--- src/rtl/sparc_exu_alulogic_ctl_pkg.sv ---
// Shared types and sizes for the ALU logic-unit issue controller.
// Holds the opcode encoding, the thread and datapath widths, and the issue record.
package sparc_exu_alulogic_ctl_pkg;

   localparam int NUM_THR = 4;
   localparam int DATA_W  = 64;
   localparam int TID_W   = 2;

   typedef enum logic [2:0] {
      OP_AND   = 3'd0,
      OP_ANDN  = 3'd1,
      OP_OR    = 3'd2,
      OP_ORN   = 3'd3,
      OP_XOR   = 3'd4,
      OP_XNOR  = 3'd5,
      OP_MOV   = 3'd6,
      OP_SETHI = 3'd7
   } alu_op_e;

   typedef struct packed {
      logic              vld;
      logic [TID_W-1:0]  tid;
      alu_op_e           op;
      logic [DATA_W-1:0] rs1;
      logic [DATA_W-1:0] rs2;
   } issue_t;

   function automatic logic is_onehot4(input logic [3:0] v);
      return (v != 4'b0000) && ((v & (v - 4'b0001)) == 4'b0000);
   endfunction

endpackage

--- src/rtl/sparc_exu_alulogic_rrarb.sv ---
// Four-way round-robin arbiter: search starts at ptr and wraps upward.
// en=0 suppresses every grant (stall or reset).
module sparc_exu_alulogic_rrarb
   import sparc_exu_alulogic_ctl_pkg::*;
(
   input  logic [NUM_THR-1:0] req,
   input  logic [TID_W-1:0]   ptr,
   input  logic               en,
   output logic [NUM_THR-1:0] gnt
);

   logic [TID_W-1:0] idx;

   // Walk from the farthest offset down so the closest requester to ptr wins last.
   always_comb begin
      gnt = '0;
      idx = ptr;
      if (en) begin
         for (int k = NUM_THR - 1; k >= 0; k--) begin
            idx = ptr + TID_W'(k);
            if (req[idx]) begin
               gnt      = '0;
               gnt[idx] = 1'b1;
            end
         end
      end
   end

endmodule

--- src/rtl/sparc_exu_alulogic_ctl.sv ---
// Issue/result controller for the EXU logic datapath: arbitrates four threads,
// decodes datapath selects and captures results. Optional SPARC_EXU_ALULOGIC_ONEHOT_CHK_EN adds sel_err.
module sparc_exu_alulogic_ctl
   import sparc_exu_alulogic_ctl_pkg::*;
(
   input  logic                      rclk,
   input  logic                      reset,
   input  logic [NUM_THR-1:0]        thr_req,
   input  logic [3*NUM_THR-1:0]      thr_op,
   input  logic [DATA_W*NUM_THR-1:0] thr_rs1_data,
   input  logic [DATA_W*NUM_THR-1:0] thr_rs2_data,
   output logic [NUM_THR-1:0]        thr_gnt,
   output logic                      isand,
   output logic                      isor,
   output logic                      isxor,
   output logic                      pass_rs2_data,
   output logic                      inv_logic,
   output logic                      ifu_exu_sethi_inst_e,
   output logic [DATA_W-1:0]         rs1_data,
   output logic [DATA_W-1:0]         rs2_data,
   input  logic [DATA_W-1:0]         logic_out,
   output logic                      res_vld,
   output logic [TID_W-1:0]          res_tid,
   output logic [DATA_W-1:0]         res_data,
   input  logic                      wb_rdy
`ifdef SPARC_EXU_ALULOGIC_ONEHOT_CHK_EN
   ,
   output logic                      sel_err
`endif
);

   issue_t            iss_q, iss_d;
   logic [TID_W-1:0]  rr_ptr_q, rr_ptr_d;
   logic              res_vld_q, res_vld_d;
   logic [TID_W-1:0]  res_tid_q, res_tid_d;
   logic [DATA_W-1:0] res_data_q, res_data_d;
   logic              stall;
   logic [TID_W-1:0]  win_tid;
   logic [3:0]        sel;

   assign stall = res_vld_q & ~wb_rdy;

   sparc_exu_alulogic_rrarb u_rrarb (
      .req (thr_req),
      .ptr (rr_ptr_q),
      .en  (~stall & ~reset),
      .gnt (thr_gnt)
   );

   always_comb begin
      win_tid = '0;
      for (int t = 0; t < NUM_THR; t++) begin
         if (thr_gnt[t]) win_tid = t[TID_W-1:0];
      end
   end

   // A stall freezes everything; otherwise the result stage takes the issue stage
   // and the issue stage takes the grant (or drains to invalid).
   always_comb begin
      iss_d      = iss_q;
      rr_ptr_d   = rr_ptr_q;
      res_vld_d  = res_vld_q;
      res_tid_d  = res_tid_q;
      res_data_d = res_data_q;
      if (!stall) begin
         res_vld_d = iss_q.vld;
         if (iss_q.vld) begin
            res_tid_d  = iss_q.tid;
            res_data_d = logic_out;
         end
         iss_d.vld = 1'b0;
         if (|thr_gnt) begin
            iss_d.vld = 1'b1;
            iss_d.tid = win_tid;
            iss_d.op  = alu_op_e'(thr_op[3*win_tid +: 3]);
            iss_d.rs1 = thr_rs1_data[DATA_W*win_tid +: DATA_W];
            iss_d.rs2 = thr_rs2_data[DATA_W*win_tid +: DATA_W];
            rr_ptr_d  = win_tid + 1'b1;
         end
      end
   end

   always_ff @(posedge rclk) begin
      if (reset) begin
         iss_q      <= '0;
         rr_ptr_q   <= '0;
         res_vld_q  <= 1'b0;
         res_tid_q  <= '0;
         res_data_q <= '0;
      end else begin
         iss_q      <= iss_d;
         rr_ptr_q   <= rr_ptr_d;
         res_vld_q  <= res_vld_d;
         res_tid_q  <= res_tid_d;
         res_data_q <= res_data_d;
      end
   end

   // sel = {and, or, xor, pass_rs2}; all zero whenever the issue slot is empty.
   always_comb begin
      sel                  = 4'b0000;
      inv_logic            = 1'b0;
      ifu_exu_sethi_inst_e = 1'b0;
      if (iss_q.vld) begin
         case (iss_q.op)
            OP_AND:   sel = 4'b1000;
            OP_ANDN:  begin sel = 4'b1000; inv_logic = 1'b1; end
            OP_OR:    sel = 4'b0100;
            OP_ORN:   begin sel = 4'b0100; inv_logic = 1'b1; end
            OP_XOR:   sel = 4'b0010;
            OP_XNOR:  begin sel = 4'b0010; inv_logic = 1'b1; end
            OP_MOV:   sel = 4'b0001;
            OP_SETHI: begin sel = 4'b0001; ifu_exu_sethi_inst_e = 1'b1; end
            default:  sel = 4'b0000;
         endcase
      end
   end

   assign isand         = sel[3];
   assign isor          = sel[2];
   assign isxor         = sel[1];
   assign pass_rs2_data = sel[0];
   assign rs1_data      = iss_q.rs1;
   assign rs2_data      = iss_q.rs2;
   assign res_vld       = res_vld_q;
   assign res_tid       = res_tid_q;
   assign res_data      = res_data_q;

`ifdef SPARC_EXU_ALULOGIC_ONEHOT_CHK_EN
   logic sel_err_q, sel_err_d;

   assign sel_err_d = sel_err_q | (iss_q.vld & ~is_onehot4(sel));

   always_ff @(posedge rclk) begin
      if (reset) sel_err_q <= 1'b0;
      else       sel_err_q <= sel_err_d;
   end

   assign sel_err = sel_err_q;
`endif

endmodule

--- config.mk ---
export PLATFORM = sky130hd
export DESIGN_NAME = sparc_exu_alulogic_ctl
export DESIGN_NICKNAME = d
export VERILOG_FILES = /design/src/rtl/sparc_exu_alulogic_ctl_pkg.sv /design/src/rtl/sparc_exu_alulogic_rrarb.sv /design/src/rtl/sparc_exu_alulogic_ctl.sv
export SDC_FILE = /design/constraint.sdc
export NUM_CORES = 1
export LEC_CHECK = 0
export BUFFER_PORTS_ARGS = -buffer_cell sky130_fd_sc_hd__buf_2
export CORE_AREA = 3 3 313 315
export CTS_CLUSTER_DIAMETER = 120
export CTS_CLUSTER_SIZE = 10
export DETAILED_ROUTE_END_ITERATION = 12
export DIE_AREA = 0 0 316 318
export PLACE_DENSITY_LB_ADDON = 0.05
export SYNTH_ARGS = -nofsm -noshare
export SYNTH_HDL_FRONTEND = slang
export SYNTH_SLANG_ARGS = --single-unit
--- constraint.sdc ---
create_clock -name rclk -period 7.4 [get_ports rclk]
set_input_delay 0.74 -clock rclk [delete_from_list [all_inputs] [get_ports rclk]]
set_output_delay 0.74 -clock rclk [all_outputs]
set_load 0.02 [all_outputs]
Word-level counts from Yosys, hierarchy flattened
Cells that the tools add are included.

Add/subtract/negate cells: 4. $mul: 1. Div/mod/pow operators: 0. Magnitude comparators: 8. Equality and inequality tests: 7. Shift-type cells: 3. Multiplexer cells: 31. Bitwise operators: 5. Reductions and logical operators: 13.

Operators by type and width (number): 256-bit by 9-bit variable part select with 64-bit output (2); 134-bit 2-to-1 mux (1); 4-bit 2-to-1 mux (6); 4-bit case mux with 4 select lines (1); 1-bit 2-to-1 mux (13); 3-bit == test (second input constant) (4); 2-bit by 3-bit less-than comparator with 1-bit output (second input constant) (4); 12-bit by 5-bit variable part select with 3-bit output (1); 1-bit binary-select mux with 2-bit select (4); 1-bit demux with 2-bit select (4); 2-bit by 1-bit greater-or-equal comparator with 1-bit output (second input constant) (4); 2-bit OR reduction (4); 3-bit by 2-bit == test with 1-bit output (second input constant) (2); 2-bit by 1-bit adder with 2-bit output (second input constant) (2); 2-bit adder (second input constant) (2); 1-bit logical AND (4); 2-bit by 2-bit multiplier with 4-bit output (first input constant) (1); 2-bit 2-to-1 mux (2); 2-bit AND reduction (2); 4-bit OR reduction (1); 3-bit by 1-bit == test with 1-bit output (second input constant) (1); 3-bit logical NOT (1); 1-bit inverter (3); 3-bit OR reduction (1); 1-bit bitwise AND (2).

Bits in registers: 203. Latch bits: 0. RAM bits: 0. Bits in read-only memories: 0. Bits of input ports: 595. Output and inout bits: 205. Logic and storage cells: 81. Memories: 0.

Depth between registers and ports, before layout
Gate-level depths: netlist (run 1).

Word-level depth: 16. Depth in mapped cells: 12.

Hierarchy
A second synthesis (run 1) with hierarchy kept.

Cells, all modules: 1308. Area total of the unflattened synthesis: 11763.8 µm².

By module, submodules not included: sparc_exu_alulogic_ctl (times used 1, cells an instance 1242, area an instance 11264.6 µm², sequential area each 4063.9 µm²); sparc_exu_alulogic_rrarb (times used 1, cells an instance 66, area an instance 499.2 µm², sequential area each 0.0 µm²).

Worst setup path before layout (run 1)
OpenSTA, ideal clock, no wires.

Kind: input to output. Start point: input port thr_req[3]. End point: output port thr_gnt[1]. Arrival: 2.389 ns. Setup slack: 4.271 ns. Stages: 7. Buffers on the path: 3. Cell sequence: mux4_2 -> or3_1 -> a21o_1 -> o21ai_1 -> buf_4 -> buf_8 -> buf_6.

Word-level cells in the longest chain between the ends: 7. Elaborated cells between the ends (all ways): 13.

Ends and longest elaborated chain: from (decl) (RTL line sparc_exu_alulogic_ctl.sv:8) `input logic [NUM_THR-1:0] thr_req,`; 1-bit binary-select mux with 2-bit select (RTL line sparc_exu_alulogic_rrarb.sv:21) `if (req[idx]) begin`; 1-bit 2-to-1 mux (implied by the code) (RTL line sparc_exu_alulogic_rrarb.sv:21); 4-bit 2-to-1 mux (3 in a row) (RTL line sparc_exu_alulogic_rrarb.sv:21); 4-bit 2-to-1 mux * (RTL line sparc_exu_alulogic_rrarb.sv:21); 4-bit 2-to-1 mux * (RTL line sparc_exu_alulogic_rrarb.sv:18) `if (en) begin`; to (decl) (RTL line sparc_exu_alulogic_ctl.sv:12) `output logic [NUM_THR-1:0] thr_gnt,`.

Mark *: on every way between the ends. The rest lies on a longest branch, timed or not. The select of a mux whose other input is x is not followed.

Final worst setup path (run 1)
Start point: register rr_ptr_q[0]. End point: register iss_q, in the netlist rs1_data[38].

Word-level cells in the longest chain between the ends: 14. Elaborated cells between the ends (all ways): 42.

Ends and longest elaborated chain: from (decl) (RTL line sparc_exu_alulogic_ctl.sv:33) `logic [TID_W-1:0] rr_ptr_q, rr_ptr_d;`; from (signal assigned) (RTL line sparc_exu_alulogic_ctl.sv:92) `rr_ptr_q <= rr_ptr_d;`; 2-bit adder (RTL line sparc_exu_alulogic_rrarb.sv:20) `idx = ptr + TID_W'(k);`; 2-bit by 3-bit less-than comparator with 1-bit output (implied by the code) / 2-bit by 1-bit greater-or-equal comparator with 1-bit output (equally long branches) (RTL line sparc_exu_alulogic_rrarb.sv:23) `gnt[idx] = 1'b1;`; 1-bit logical AND (implied by the code) (RTL line sparc_exu_alulogic_rrarb.sv:23); 1-bit 2-to-1 mux (implied by the code) (RTL line sparc_exu_alulogic_rrarb.sv:23); 1-bit demux with 2-bit select; 4-bit 2-to-1 mux (3 in a row) (RTL line sparc_exu_alulogic_rrarb.sv:21); 4-bit 2-to-1 mux * (RTL line sparc_exu_alulogic_rrarb.sv:21); 4-bit 2-to-1 mux * (RTL line sparc_exu_alulogic_rrarb.sv:18); 1-bit 2-to-1 mux (RTL line sparc_exu_alulogic_ctl.sv:53) `if (thr_gnt[t]) win_tid = t[TID_W-1:0];`; 2-bit 2-to-1 mux (2 in a row) (RTL line sparc_exu_alulogic_ctl.sv:53); 256-bit by 9-bit variable part select with 64-bit output (RTL line sparc_exu_alulogic_ctl.sv:76) `iss_d.rs1 = thr_rs1_data[DATA_W*win_tid +: DATA_W];`; to (signal assigned) (RTL line sparc_exu_alulogic_ctl.sv:91) `iss_q <= iss_d;`; to (decl) (RTL line sparc_exu_alulogic_ctl.sv:32) `issue_t iss_q, iss_d;`.

Marks and branches as above. A chain may end at the register's enable or synchronous reset.

==> metrics.csv, run 1 <==
stage,metric,value,unit
route,drc_errors,0,
cells_and_area,regArea,4060,um2
cts,root_buffer,clkbuf_16,
yosys,synth_nets,1867,
outcome,status,"complete, no violations",
power_and_ir_drop,power,7.14,mW
sta,tns,0,ps
cts,clk_pin_slew,60,ps
cells_and_area,nNetsFinal,2457,
worst_setup_path,worst_path_dominant_cell_family,simple AND/OR/NAND/NOR gates,
sta,slew_violations,0,
yosys,synthFlopType,dfxtp_1,
yosys,syn_area,11700,um2
die,io_pins,800,
sta,fin_crit,4490,ps
placed_design,gp_congestion,0.758,
hold_path,hp-class,in2reg,
grt,overflow,0,
cells_and_area,final_layout_size_suffix_gt1_frac,0.506,
die,fp.dieW,316,um
sta,fin_worst_skew,23.5,ps
sta,fin_crit_sh,0.607,
worst_setup_path,critical_path.cell_chain,inv_1 > ha_1 > mux4_2 > nor3b_1 > nor3_1 > nand3_4 > buf_12 > o221ai_1 > a211oi_2,
cells_and_area,areaGrowthSynthToFinish,41.8,%
power_and_ir_drop,p_leak,6.95,nW
worst_setup_path,crit_arrival,4870,ps
power_and_ir_drop,netSwitchingPower,3.66,mW
cells_and_area,final_util,0.174,
grt,grt_pass1_vias,12858,
power_and_ir_drop,switching_share,0.512,
route,met3_length,5240,um
die,rows,113,
route,initialDrtViolationCount,402,
route,vias,12214,
sta,slew_headroom,0.209,
cts,cts_tree,done,
job,maxCapViolations,0,
yosys,ys_types,45,
cts,cts_hold_buf,0,
die,die_area,100000,um2
cts,cts_sinks,203,
worst_setup_path,slowest_stage,nand3_4,
cts,htree_levels,1,
cts,ctsResizeCount,0,
sta,setup_viol,0,
power_and_ir_drop,ir_worst_vdd,0.356,mV
route,avgRoutedWirePerCell,22.9,um
die,initial_core_util,0.123,
route,via_per_inst,3.90,
worst_setup_path,cp-end-kind,flop,
yosys,avgSynthCellArea,9.25,um2
cells_and_area,final_common_cell,buf_2,
power_and_ir_drop,powerDensity,431,nW/um2
grt,antenna_found_initial,20,
die,core_area,95200,um2
route,ant_nets,0,
placed_design,port_buffers,799,
placed_design,placedCellCount,3092,
sta,max_freq,223,MHz
power_and_ir_drop,seqPwrFrac,0.237,
worst_setup_path,startpoint_type,flop,
worst_setup_path,path_max_fanout,69,
grt,grt_pass1_wl,99300,um
grt,grt_max_degree,79,
cts,numCtsBuffers,25,
route,top_layer_used,met5,
placed_design,dp_hpwl,54000,um
yosys,syn_inst,1264,
worst_setup_path,cp_num_buf_inv,2,
cells_and_area,layout_common_cells,"buf_2, dfxtp_1, nand2_1",
grt,grt_usage,0.135,
yosys,ys_warn_count,0,
cts,cts_buffer_depth,3,
cells_and_area,multi_input_area,6020,um2
worst_setup_path,required,7790,ps
route,wl_met1,27000,um
yosys,synth_edf_count,0,
power_and_ir_drop,comb_power_share,0.596,
worst_setup_path,max_stage_delay,830,ps
yosys,async_reset_ff_frac,0,
cts,cts_setup_buffers,0,
power_and_ir_drop,clkPwrFrac,0.167,
power_and_ir_drop,intPower,3.48,mW
cts,insertion_delay,570,ps
sta,hold_violations,0,
sta,tightest_slew,1190,ps
worst_setup_path,crit_type,reg2reg,
yosys,synth-seq-cells,203,
die,dieHeight,318,um
route,wirelength,71700,um
cells_and_area,final_cells,3133,
sta,holdWs,406,ps
route,drtPass1Iterations,4,
sta,rsz0062_at_grt,no,
yosys,synth_seq_area_share,0.347,
route,wl_met2,37800,um
cells_and_area,fillers,10860,
[power by group through the flow]
stage | logic, mW | clock network [mW] | registers, mW
global route | 4.65 | 1.31 | 1.74
finish | 4.26 | 1.19 | 1.69
global placement | 4.41 | 0 | 1.72
CTS | 4.41 | 1.29 | 1.70
floorplan | 3.20 | 0 | 1.73
detailed placement | 4.40 | 0 | 1.72
[cell usage after synthesis (7+ instances only)]
library cell / count / area share
dfxtp_1: 203 / 0.35
buf_4: 149 / 0.096
nand2_1: 141 / 0.045
mux2i_1: 134 / 0.11
o221ai_1: 131 / 0.098
nor3_1: 115 / 0.049
a211oi_1: 73 / 0.047
a21oi_1: 71 / 0.030
clkbuf_1: 68 / 0.022
a211oi_2: 60 / 0.064
nor3_2: 20 / 0.017
buf_2: 17 / 0.0073
buf_6: 13 / 0.013
ha_1: 8 / 0.0086
nor2_1: 8 / 0.0026
inv_1: 7 / 0.0022
[final cells by class]
class                      instances  area share
antenna                           12     0.00181
clock buffer                      25      0.0377
clock inverter                     4     0.00332
inverter                           8     0.00196
multi-input combinational        801       0.363
sequential                       203       0.245
tap                             1265      0.0954
timing repair buffer             815       0.251
[metrics by stage]
step           setup slack, ps  cell area, um2
2_1_floorplan             4270           11700
3_3_place_gp              2900           15900
3_5_place_dp              2780           15900
4_1_cts                   2760           16600
5_1_grt                   2480           16600
6_report                  2910           16600
[routing by layer]
metal  global-route usage  up-vias
li1                     -     5847
met1                0.149     5852
met2                0.252      445
met3               0.0384       62
met4               0.0336        8
met5                    0        -
[cell families (layout without fill, tap and decap cells)]
family | count (synthesis) | after routing | synth area share
flip-flops | 203 | 203 | 0.347
buffers and inverters | 260 | 852 | 0.142
multiplexers | 138 | 138 | 0.122
adder cells (fa/ha/maj) | 8 | 8 | 0.00856
other | 0 | 12 | 0
AO/OA/AOI/OAI | 352 | 352 | 0.254
AND/OR/NAND/NOR | 303 | 303 | 0.125
[tightest hold or removal path: stages]
cell and delay [ps]:
buf_2 90, nand2_1 40, a21oi_1 50
[final timing paths]
path,from,to,slack [ps],cells after the start
min reg2reg,res_data[26],res_data[26],450,2
min,logic_out[48],res_data[48],410,3
max reg2reg,rr_ptr_q[0],rs1_data[38],2910,9
max,rr_ptr_q[0],rs1_data[38],2910,9
[registers in the layout (all words and copies together), names as in the netlist]
signal    count
res_data     64
rs1_data     64
iss_q         6
rr_ptr_q      2
res_tid       2
res_vld       1
rs2_data     64
(Power assumes the default switching activity.)
==> run 2: changes to the inputs <==
Settings changed: ABC_AREA from default to 1, CORE_AREA 3 3 313 315 to 3 3 311 313, DIE_AREA 0 0 316 318 to 0 0 314 316.
Clock period 7.4 ns to 4.53 ns, I/O delays scaled along.
==> metrics.csv, run 2 <==
stage,metric,value,unit
route,wirelength,88300,um
cts,clk_pin_slew,70,ps
yosys,ys_types,24,
placed_design,pre_cts_ws,927,ps
yosys,synth_common_cells,"nand2_1, inv_1, nor2_1",
die,dieHeight,316,um
worst_setup_path,path_max_fanout,103,
route,avgRoutedWirePerCell,19.2,um
worst_setup_path,crit_arrival,3980,ps
hold_path,worstHoldPathCells,3,
sta,fin_worst_skew,24.7,ps
placed_design,gp_congestion,0.769,
route,initialDrtViolationCount,873,
grt,antenna_found_initial,29,
sta,hold_violations,0,
power_and_ir_drop,clkPwrFrac,0.134,
cts,numCtsBuffers,25,
grt,overflow,0,
placed_design,dpl_cell_area,19800,um2
cells_and_area,final_cells,4610,
worst_setup_path,crit_type,reg2reg,
sta,tightest_slew,967,ps
worst_setup_path,startpoint_type,flop,
cells_and_area,areaGrowthSynthToFinish,32.2,%
cells_and_area,final_common_cell,buf_2,
die,initial_core_util,0.165,
hold_path,hp-class,in2reg,
power_and_ir_drop,ir_worst_vdd,0.416,mV
cells_and_area,stdcell_area,20600,um2
sta,slew_headroom,0.355,
power_and_ir_drop,comb_power_share,0.678,
die,io_pins,800,
cells_and_area,final_layout_size_suffix_gt1_frac,0.263,
yosys,ys_warn_count,0,
cts,cts_buffer_depth,3,
power_and_ir_drop,intPower,6.62,mW
die,fp.dieW,314,um
yosys,syn_area,15600,um2
yosys,synthFlopType,dfxtp_1,
sta,setup_viol,0,
yosys,synth_top_area_frac,0.261,
route,vias,17928,
power_and_ir_drop,p_leak,12.7,nW
job,maxCapViolations,0,
die,core_area,94600,um2
worst_setup_path,reg2reg_slack,1010,ps
yosys,synth_top_area_cell,dfxtp_1,
cts,cts_tree,done,
route,drc_errors,0,
yosys,syn_inst,2785,
cts,insertion_delay,580,ps
hold_path,min_from,logic_out[44],
power_and_ir_drop,switching_share,0.565,
yosys,avgSynthCellArea,5.59,um2
hold_path,hold_path_end,res_data[44],
yosys,synth-seq-cells,203,
sta,tns,0,ps
power_and_ir_drop,seqPwrFrac,0.188,
grt,grt_max_degree,132,
grt,grt_pass1_wl,125000,um
worst_setup_path,timing.rr.end,rs2_data[22],
die,die_area,99200,um2
yosys,yosys.cell_count.top_type,nand2_1,
sta,fin_crit,3520,ps
sta,timing.final.ws_setup,1010,ps
cts,ctsResizeCount,0,
sta,rsz0062_at_grt,no,
die,rows,113,
grt,grt_usage,0.169,
yosys,synth_edf_count,0,
cells_and_area,layout_common_cells,"buf_2, nand2_1, inv_1",
power_and_ir_drop,powerDensity,739,nW/um2
route,ant_nets,0,
sta,slew_violations,0,
cells_and_area,fillers,11360,
power_and_ir_drop,netSwitchingPower,8.59,mW
sta,max_freq,284,MHz
cts,htree_levels,1,
cts,cts_setup_buffers,0,
yosys,yosys-top-cells-area,"dfxtp_1, nand2_1, inv_1",
worst_setup_path,required,5000,ps
outcome,status,"complete, no violations",
worst_setup_path,reg2reg_from,rr_ptr_q[0],
cts,cts_hold_buf,0,
worst_setup_path,cp-end-kind,flop,
route,drtPass1Iterations,5,
grt,grt_pass1_vias,17977,
yosys,synth_seq_area_share,0.261,
cells_and_area,nNetsFinal,3935,
worst_setup_path,ff2ff_path_depth,14,
yosys,async_reset_ff_frac,0,
placed_design,placedCellCount,4570,
placed_design,dp_hpwl,65100,um
sta,fin_crit_sh,0.776,
cts,cts_sinks,203,
cts,root_buffer,clkbuf_16,
yosys,synth_nets,3388,
route,via_per_inst,3.89,
placed_design,port_buffers,799,
## run 2: cell count changes in the layout (fill, tap and decap cells not counted), sizes merged, moves of 134 or more
cell   delta
inv     +539
mux2i   -134
nand2   +550
nand3   +146
nor2    +395
o21ai   +201
## run 2: cells by family after synthesis
logic type               synth area share
AO/OA/AOI/OAI                       0.111
flip-flops                          0.261
adder cells (fa/ha/maj)           0.00643
AND/OR/NAND/NOR                     0.378
buffers and inverters               0.244
## run 2: per-layer routing
metal / wire length (um) / global-route usage / vias to the layer above
met5: 128 / 0 / -
met4: 1890 / 0.0340 / 20
met3: 5420 / 0.0409 / 100
met2: 44600 / 0.309 / 508
met1: 36300 / 0.198 / 7998
li1: - / - / 9302
## run 2: metrics by stage
step           power, mW  utilization  hold WS (ps)
3_3_place_gp        13.6        0.210           476
5_1_grt             16.9        0.217          72.5
2_1_floorplan       10.3            -           433
3_5_place_dp        13.5        0.210           467
4_1_cts             15.7        0.217          37.1
6_report            15.2        0.218          98.8
## run 2: critical path, stage by stage (launching register included)
cell and delay (ps):
dfxtp_1 500, inv_2 160, ha_1 360, inv_1 60
nand3_1 90, nand2_2 110, o21ai_0 180, inv_1 90
a21oi_2 350, nand2_8 310, nand2_4 180, buf_12 490
a21oi_1 220, nor2_1 150, nor2_1 50
## run 2: area by class of cell
type	instances	area, um2	area share
diodes	9	22.5	0.00109
clock buffers	27	643	0.0312
clock inverters	4	77.6	0.00377
inverters	548	2070	0.101
multi-input cells	1730	7790	0.379
flip-flops and latches	203	4060	0.197
well taps	1265	1580	0.0769
repair buffers	824	4320	0.210
## run 2: how the worst max path moves through the flow
| stage | from | end | depth (start not counted) |
|---|---|---|---|
| after floorplan | rr_ptr_q[0] | rs2_data[42] | 15 |
| after global placement | rr_ptr_q[0] | rs2_data[9] | 14 |
| after detailed placement | rr_ptr_q[0] | rs2_data[9] | 14 |
| after CTS | rr_ptr_q[0] | rs2_data[34] | 16 |
| after global routing | rr_ptr_q[0] | rs2_data[22] | 14 |
| final | rr_ptr_q[0] | rs2_data[22] | 14 |
## run 2: power groups by stage
| stage | clock, mW | combinational (mW) | sequential (mW) |
|---|---|---|---|
| global placement | 0 | 10.7 | 2.91 |
| CTS | 2.19 | 10.7 | 2.87 |
| finish | 2.05 | 10.3 | 2.86 |
| global route | 2.21 | 11.7 | 2.95 |
| floorplan | 0 | 7.18 | 3.08 |
| detailed placement | 0 | 10.6 | 2.89 |
==> run 3: changes to the inputs <==
Clock period 4.53 ns to 3.35 ns, I/O delays scaled along.
==> metrics.csv, run 3 (synthesis gave the netlist of run 2 again) <==
stage,metric,value,unit
outcome,status,"complete, no violations",
power_and_ir_drop,comb_power_share,0.684,
sta,max_freq,330,MHz
sta,hold_violations,0,
die,die_area,99200,um2
die,fp.dieW,314,um
power_and_ir_drop,p_leak,13.1,nW
cells_and_area,layout_common_cells,"buf_2, nand2_1, inv_1",
die,io_pins,800,
sta,setup_viol,0,
cts,cts_buffer_depth,3,
route,avgRoutedWirePerCell,19.1,um
sta,tightest_slew,836,ps
route,wl_met2,45600,um
placed_design,gp_congestion,0.792,
sta,rsz0062_at_grt,no,
die,dieHeight,316,um
worst_setup_path,cp-end-kind,primary output,
grt,antenna_found_initial,45,
worst_setup_path,path_max_fanout,35,
route,met3_length,5660,um
grt,grt_usage,0.172,
job,maxCapViolations,0,
route,top_layer_used,met5,
grt,overflow,0,
route,via_per_inst,3.91,
power_and_ir_drop,power,21.0,mW
route,vias,18403,
route,wl_met1,36600,um
cells_and_area,areaGrowthSynthToFinish,38.0,%
route,ant_nets,0,
cts,cts_sinks,203,
sta,fin_crit_sh,0.903,
sta,slew_headroom,0.443,
route,initialDrtViolationCount,891,
cts,clk_pin_slew,70,ps
power_and_ir_drop,clkPwrFrac,0.131,
cts,insertion_delay,590,ps
cells_and_area,final_util,0.227,
sta,fin_crit,3030,ps
die,rows,113,
worst_setup_path,startpoint_type,flop,
worst_setup_path,reg2reg_slack,430,ps
cts,cts_setup_buffers,0,
die,initial_core_util,0.165,
power_and_ir_drop,intPower,9.23,mW
worst_setup_path,required,3010,ps
power_and_ir_drop,powerDensity,976,nW/um2
sta,holdWs,116,ps
sta,slew_violations,0,
cells_and_area,final_common_cell,buf_2,
route,drc_errors,0,
power_and_ir_drop,seqPwrFrac,0.184,
cts,root_buffer,clkbuf_16,
grt,grt_max_degree,89,
cells_and_area,nNetsFinal,4019,
route,drtPass1Iterations,5,
route,wirelength,90000,um
cts,htree_levels,1,
sta,tns,0,ps
placed_design,dp_hpwl,67400,um
worst_setup_path,crit_arrival,2690,ps
power_and_ir_drop,netSwitchingPower,11.7,mW
power_and_ir_drop,ir_worst_vdd,0.581,mV
die,core_area,94600,um2
grt,grt_pass1_wl,128000,um
grt,grt_pass1_vias,18937,
cells_and_area,final_layout_size_suffix_gt1_frac,0.263,
worst_setup_path,crit_type,reg2out,
placed_design,port_buffers,799,
cts,numCtsBuffers,26,
cts,cts_tree,done,
power_and_ir_drop,switching_share,0.560,
hold_path,hp-class,in2reg,
sta,fin_worst_skew,12.2,ps
## run 3: timing repair
action	in CTS	in global routing
resized for setup	0	1
hold endpoints to repair	64	0
endpoints found under the setup margin	0	1
hold buffers	64	0
## run 3: final cells by class
| cell class | instances | area, um2 |
|---|---|---|
| inverter | 548 | 2070 |
| clock buffer | 28 | 658 |
| fill | 11283 | 73100 |
| antenna | 20 | 50.0 |
| tap | 1265 | 1580 |
| sequential | 203 | 4060 |
| timing repair buffer | 907 | 5190 |
| clock inverter | 7 | 78.8 |
| multi-input combinational | 1730 | 7790 |
## run 3: metrics by stage
step	instances	setup WS, ps	area (um2)
6_report	4708	323	21500
2_1_floorplan	2785	748	15600
3_3_place_gp	4589	287	20100
5_1_grt	4701	51.6	21500
3_5_place_dp	4589	360	20100
4_1_cts	4688	105	21400
## run 3: worst max-delay path: stages, from the launching register on
cell	delay, ps
dfxtp_1	340
inv_2	90
ha_1	340
inv_1	80
nand3_1	130
nand3_1	100
nand2_1	50
nand3_1	160
nand2_8	100
nand2_8	110
buf_6	310
inv_1	80
buf_2	170
## run 3: path summary, 6_finish.rpt
check / from / end / cells after the start
worst max-delay path: rr_ptr_q[0] / thr_gnt[3] / 12
worst min register to register: iss_q[132] / iss_q[132] / 2
worst min-delay path: thr_rs1_data[119] / rs1_data[55] / 5
worst max register to register: rr_ptr_q[0] / rs2_data[42] / 18
## run 3: per-layer routing
metal / track usage / up-vias
li1: - / 9467
met1: 0.201 / 8296
met2: 0.314 / 492
met3: 0.0432 / 116
met4: 0.0441 / 32
met5: 0 / -
## run 3: power groups by stage
stage	clock network [mW]	registers, mW	logic (mW)
3_5_place_dp	0	3.91	14.8
5_1_grt	3.02	3.98	16.3
2_1_floorplan	0	4.17	9.71
4_1_cts	2.95	3.88	14.9
6_report	2.76	3.86	14.3
3_3_place_gp	0	3.94	14.9
